`config.mk`:
```
export PLATFORM = sky130hd
export DESIGN_NAME = get_resp_parser_flat
export DESIGN_NICKNAME = d
export VERILOG_FILES = /design/src/rtl/get_resp_parser_if.sv /design/src/rtl/get_resp_parser.sv /design/src/flat_wrapper.sv
export SDC_FILE = /design/constraint.sdc
export NUM_CORES = 1
export LEC_CHECK = 0
export CORE_MARGIN = 4
export CORE_UTILIZATION = 55
export CTS_CLUSTER_DIAMETER = 120
export DETAILED_ROUTE_END_ITERATION = 6
export PLACE_DENSITY = 0.76
export SLEW_MARGIN = 5
export SYNTH_ARGS = -nofsm -noshare
export SYNTH_HDL_FRONTEND = slang
export SYNTH_SLANG_ARGS = --single-unit
export TNS_END_PERCENT = 100
```
`constraint.sdc`:
```
create_clock -name clk -period 2.8 [get_ports clk]
set_clock_uncertainty 0.15 [all_clocks]
set_input_delay 0.28 -clock clk [delete_from_list [all_inputs] [get_ports clk]]
set_output_delay 0.28 -clock clk [all_outputs]
set_load 0.05 [all_outputs]
```
`src/rtl/get_resp_parser_if.sv`:
```
// Handshake/bus bundle between the UART RX byte stream, the controller and get_resp_parser.
// master = controller/UART side, slave = the parser.
interface get_resp_parser_if;
    logic       start;
    logic [7:0] rxdata;
    logic       rxvalid;
    logic       busy;
    logic       done;
    logic [1:0] result;

    // rxvalid is a one-cycle strobe per byte with no back-pressure: the parser accepts every
    // strobe it sees in SCAN and drops strobes in any other state. done is a one-cycle pulse,
    // and result holds its value until the next accepted start.
    modport master (output start, rxdata, rxvalid, input busy, done, result);
    modport slave  (input start, rxdata, rxvalid, output busy, done, result);
endinterface

```
`src/rtl/get_resp_parser.sv`:
```
// Scans UART response lines for the exact tokens "ARM" / "DISARM" and reports a match or a timeout.
// Optional macro RESP_CASE_FOLD_EN folds lowercase letters to uppercase before the token compare.
module get_resp_parser #(
    parameter int unsigned TIMEOUT_CYCLES = 50_000_000
) (
    input  logic               clk,
    input  logic               rst_n,
    get_resp_parser_if.slave   bus,
    output logic [1:0]         dbg_state
);

    localparam int CW = (TIMEOUT_CYCLES > 2) ? $clog2(TIMEOUT_CYCLES) : 1;
    localparam logic [CW-1:0] CNT_LAST = CW'(TIMEOUT_CYCLES - 1);

    typedef enum logic [1:0] {
        S_IDLE   = 2'd0,
        S_SCAN   = 2'd1,
        S_FINISH = 2'd2
    } state_e;

    state_e        state_q, state_d;
    logic [1:0]    result_q, result_d;
    logic          busy_q, busy_d;
    logic          done_q, done_d;
    logic [2:0]    len_q, len_d;
    logic [CW-1:0] cnt_q, cnt_d;
    logic          arm_ok_q, arm_ok_d;
    logic          dis_ok_q, dis_ok_d;
    logic [7:0]    byte_c;
    logic          nl_c;

    function automatic logic [7:0] arm_chr(input logic [2:0] i);
        case (i)
            3'd0:    arm_chr = 8'h41;
            3'd1:    arm_chr = 8'h52;
            default: arm_chr = 8'h4D;
        endcase
    endfunction

    function automatic logic [7:0] dis_chr(input logic [2:0] i);
        case (i)
            3'd0:    dis_chr = 8'h44;
            3'd1:    dis_chr = 8'h49;
            3'd2:    dis_chr = 8'h53;
            3'd3:    dis_chr = 8'h41;
            3'd4:    dis_chr = 8'h52;
            default: dis_chr = 8'h4D;
        endcase
    endfunction

    always_comb begin
`ifdef RESP_CASE_FOLD_EN
        if (bus.rxdata >= 8'h61 && bus.rxdata <= 8'h7A) byte_c = bus.rxdata - 8'h20;
        else                                            byte_c = bus.rxdata;
`else
        byte_c = bus.rxdata;
`endif
        nl_c = bus.rxvalid && (bus.rxdata == 8'h0A);
    end

    always_comb begin
        state_d  = state_q;
        result_d = result_q;
        len_d    = len_q;
        cnt_d    = cnt_q;
        arm_ok_d = arm_ok_q;
        dis_ok_d = dis_ok_q;
        case (state_q)
            S_IDLE: begin
                if (bus.start) begin
                    state_d  = S_SCAN;
                    result_d = 2'b00;
                    len_d    = 3'd0;
                    cnt_d    = '0;
                    arm_ok_d = 1'b1;
                    dis_ok_d = 1'b1;
                end
            end
            S_SCAN: begin
                cnt_d = cnt_q + CW'(1);
                // A completed match outranks a timeout landing on the same edge.
                if (nl_c && arm_ok_q && len_q == 3'd3) begin
                    result_d = 2'b01;
                    state_d  = S_FINISH;
                end else if (nl_c && dis_ok_q && len_q == 3'd6) begin
                    result_d = 2'b10;
                    state_d  = S_FINISH;
                end else if (cnt_q == CNT_LAST) begin
                    result_d = 2'b11;
                    state_d  = S_FINISH;
                end else if (nl_c) begin
                    len_d    = 3'd0;
                    arm_ok_d = 1'b1;
                    dis_ok_d = 1'b1;
                end else if (bus.rxvalid && bus.rxdata != 8'h0D) begin
                    arm_ok_d = arm_ok_q && (len_q < 3'd3) && (byte_c == arm_chr(len_q));
                    dis_ok_d = dis_ok_q && (len_q < 3'd6) && (byte_c == dis_chr(len_q));
                    // Saturate so an overlong line can never look like length 3 or 6.
                    if (len_q != 3'd7) len_d = len_q + 3'd1;
                end
            end
            S_FINISH: state_d = S_IDLE;
            default:  state_d = S_IDLE;
        endcase
        busy_d = (state_d == S_SCAN);
        done_d = (state_d == S_FINISH);
    end

    always_ff @(posedge clk or negedge rst_n) begin
        if (!rst_n) begin
            state_q  <= S_IDLE;
            result_q <= 2'b00;
            busy_q   <= 1'b0;
            done_q   <= 1'b0;
            len_q    <= 3'd0;
            cnt_q    <= '0;
            arm_ok_q <= 1'b1;
            dis_ok_q <= 1'b1;
        end else begin
            state_q  <= state_d;
            result_q <= result_d;
            busy_q   <= busy_d;
            done_q   <= done_d;
            len_q    <= len_d;
            cnt_q    <= cnt_d;
            arm_ok_q <= arm_ok_d;
            dis_ok_q <= dis_ok_d;
        end
    end

    assign bus.busy   = busy_q;
    assign bus.done   = done_q;
    assign bus.result = result_q;
    assign dbg_state  = state_q;

endmodule

```
`src/flat_wrapper.sv`:
```
// flat-port wrapper written by rule: the top's interface ports become plain ports
module get_resp_parser_flat 
#(
    parameter int unsigned TIMEOUT_CYCLES = 50_000_000
)
  (clk, rst_n, dbg_state, bus_start, bus_rxdata, bus_rxvalid, bus_busy, bus_done, bus_result);
  get_resp_parser_if bus_i ();
  input  logic clk;
  input  logic rst_n;
  output logic [1:0] dbg_state;
  input wire logic [$bits(bus_i.start)-1:0] bus_start;
  input wire logic [$bits(bus_i.rxdata)-1:0] bus_rxdata;
  input wire logic [$bits(bus_i.rxvalid)-1:0] bus_rxvalid;
  output wire logic [$bits(bus_i.busy)-1:0] bus_busy;
  output wire logic [$bits(bus_i.done)-1:0] bus_done;
  output wire logic [$bits(bus_i.result)-1:0] bus_result;
  assign bus_i.start = bus_start;
  assign bus_i.rxdata = bus_rxdata;
  assign bus_i.rxvalid = bus_rxvalid;
  assign bus_busy = bus_i.busy;
  assign bus_done = bus_i.done;
  assign bus_result = bus_i.result;
  get_resp_parser #(.TIMEOUT_CYCLES(TIMEOUT_CYCLES)) u_core (.clk(clk), .rst_n(rst_n), .bus(bus_i), .dbg_state(dbg_state));
endmodule
```
==> reports/qor.csv <==
metric,value,unit
total CTS buffers,5,
I/O Pins,18,
initial DRC count,147,
crit start category,flip-flop,
Critical Path Fanout Max,6,
Die ar.,5190,µm²
WP data required,2.82,ns
die width,72.05,µm
placed insts,300,
Post-synth ARST share,100.0,%
Post-Route WL,5030,µm
Setup crit start,u_core.len_q[1],
overall global routing resource usage,20.69,%
max-cap viol count,0,
share of layout cells above drive strength 1,12.36,%
postcts setup bufs,0,
Clock Tree Buf Depth,2,
first-pass GRT wire length,8562,µm
Max Freq,0.4179,GHz
GP Congestion,0.8996,
register area,928.4,µm²
most numerous cell on the critical path,ha_1,
vias per cell,6.343,
"CTS clk-pin slew, worst paths",0.07,ns
Initial Util,56.81,%
Slew Limit Fails,0,
"CP delay by family, top",compound AO/OA/AOI/OAI gates,
hold path cells,2,
Power per Cell Area,609.1,nW/µm²
post-synthesis sequential area ratio,41.15,%
H-tree Lvls,2,
design area,2549,µm²
final setup vio count,0,
Die Height,72.05,µm
area occupied by multi-input gates,1236,µm²
grt total ovfl,0,
clock tree sinks,37,
HP Start,u_core.dis_ok_q,
"Cell Count, Final, Fillers Out",309,
routed len/inst,16.28,µm
R2R depth,7,
Synth warnings,0,
Worst Tran Pin Value,0.8277,ns
ANT nets after route,0,
port buffer count,17,
CP max stage cell,dfrtp_1,
nets@finish,277,
#FFs+latches synth,37,
CTS tree,built,
Fill cells,338,
worst hold path type,reg -> reg,
row cnt,23,
Syn Nets,259,
DR vias,1960,
Leakage,1.069,nW
drt pass-1 iters,5,
"slowest stage delay, CP",0.45,ns
synth unique cells,58,
core area,3971,µm²
CP Capture Type,flip-flop,
diode count,0,
minimum clock period,2.393,ns
slew margin rel.,44.82,%
RSZ-0062 raised after global routing,false,
Final Hold Fails,0,
status,"complete, no violations",
Post-Synthesis Cells,240,
reg2reg start,u_core.len_q[1],
detailed placer's ending HPWL,3607,µm
"Data arrival, critical path",2.42,ns
vias in the first global route,1793,
Clock Tree Root,clkbuf_8,
Area after DPL,2452,µm²
crit share post-route,85.46,%
crit-path cells,"ha_1, ha_1, a32o_1, and4_1, a31oi_2, o211ai_1, mux2_2",
"EDFF count, synth",0,
antenna violations before repair,0,
Crit Path Class,reg -> reg,
Peak VDD IR,0.0004320,V
clk_lat worst skew,0.30,ns
"Primary FF master, synth",dfrtp_1,
CP Depth,7,
cell area after synthesis,2256,µm²
post-route setup TNS,0,ns
Area Growth Syn to Fin,12.98,%
Post-route DRC,0,
syn avg cell area,9.400,µm²
pin count of the biggest net entering global routing,38,
Worst Path Buf+Inv,0,
-- sequential cells by signal, indices dropped and copies added, names as in the netlist --
register,cells
u_core.dis_ok_q,1
u_core.bus.done,1
u_core.len_q,3
u_core.dbg_state,2
u_core.arm_ok_q,1
u_core.bus.result,2
u_core.cnt_q,26
u_core.bus.busy,1
-- path summary, 6_finish.rpt --
kind | to | slack [ns]
worst max-delay path | u_core.len_q[0] | 0.41
worst min-delay path | u_core.dis_ok_q | 0.34
worst max register to register | u_core.len_q[0] | 0.41
worst min register to register | u_core.dis_ok_q | 0.34
max in group asynchronous | u_core.cnt_q[16] | 1.49
min in group asynchronous | u_core.bus.done | 0.49
-- cells in the mapped netlist, types with 3 or more instances --
master    count  area [µm²]
and3_1        4       25.02
nand4_1       5       31.28
ha_1          7       87.58
o21ai_0      22       110.1
o31ai_1       4       30.03
inv_1        10       37.54
clkbuf_1      5       18.77
nor2_1       16       60.06
nor4b_1       3       26.28
nand3_1      14       70.07
o31ai_2       3       37.54
mux2_2        3       33.78
a21oi_1       3       15.01
o211ai_1      3       22.52
mux2i_1       7       70.07
nand2_1      29       108.9
nor3_1        3       15.01
a22o_1        4       35.03
o211ai_2      3       37.54
a31oi_1       6       37.54
dfrtp_1      35       875.8
nor2b_1       3       18.77
and4_1        4       35.03
-- timing repair --
item / CTS / global route
hold buffers: 1 / 0
gates resized for setup: 0 / 0
endpoints found under the hold margin: 35 / 0
-- stage by stage --
step           setup slack, ns  hold WS, ns  total power [mW]  utilization, %
2_1_floorplan           0.5815      -0.1656             1.052               -
3_3_place_gp            0.3934       0.2743             1.166           61.75
3_5_place_dp            0.2836       0.2817             1.188           61.75
4_1_cts                 0.4196       0.3434             1.562           64.18
5_1_grt                 0.2775       0.3551             1.655           64.18
6_report                0.4072       0.3416             1.552           64.18
-- worst min-delay path: stages, from the launching register on --
cell,delay (ns)
dfstp_2,0.39
inv_1,0.05
a32oi_1,0.05
-- placed cells by master, fill, tap and decap left out, types with 4 or more instances in the layout --
cell / n
mux2i_1: 7
nand2_1: 29
nand4_1: 5
clkbuf_8: 5
nor2_1: 16
ha_1: 7
a31oi_1: 6
a22o_1: 4
nand3_1: 14
dfrtp_1: 35
clkdlybuf4s50_1: 16
inv_1: 10
o21ai_0: 22
o31ai_1: 4
and3_1: 4
and4_1: 4
-- power breakdown --
group	leakage, nW	total (mW)	internal [mW]	switching [mW]
Combinational	0.544	0.447	0.207	0.239
Clock	0.0439	0.368	0.172	0.196
Sequential	0.481	0.738	0.619	0.119
-- per-layer routing --
metal | vias up | track usage, % | wire, µm
met5 | - | 0 | 0
met4 | 0 | 5.846 | 72
met3 | 7 | 4.848 | 338
met2 | 72 | 33.06 | 2362
met1 | 951 | 28.25 | 2256
li1 | 930 | - | -
-- cell families (layout without fill, tap and decap cells) --
logic type,Yosys count,after routing,share of synthesized area [%]
muxes,10,10,4.603
buffers and inverters,20,39,4.048
AOI/OAI and AO/OA,66,66,21.58
adders and majority gates,7,7,3.882
and+or+nand+nor,97,97,23.57
DFF,37,37,41.15
xor gates and xnor gates,3,3,1.165
-- layout make-up --
type,instances,area share (%)
clock buffer,5,2.700
clock inverter,3,0.6873
inverter,10,1.473
multi-input combinational,183,48.50
sequential,37,36.43
tap,50,2.455
timing repair buffer,21,7.757
Note: power is estimated with default switching activity, not from simulation.
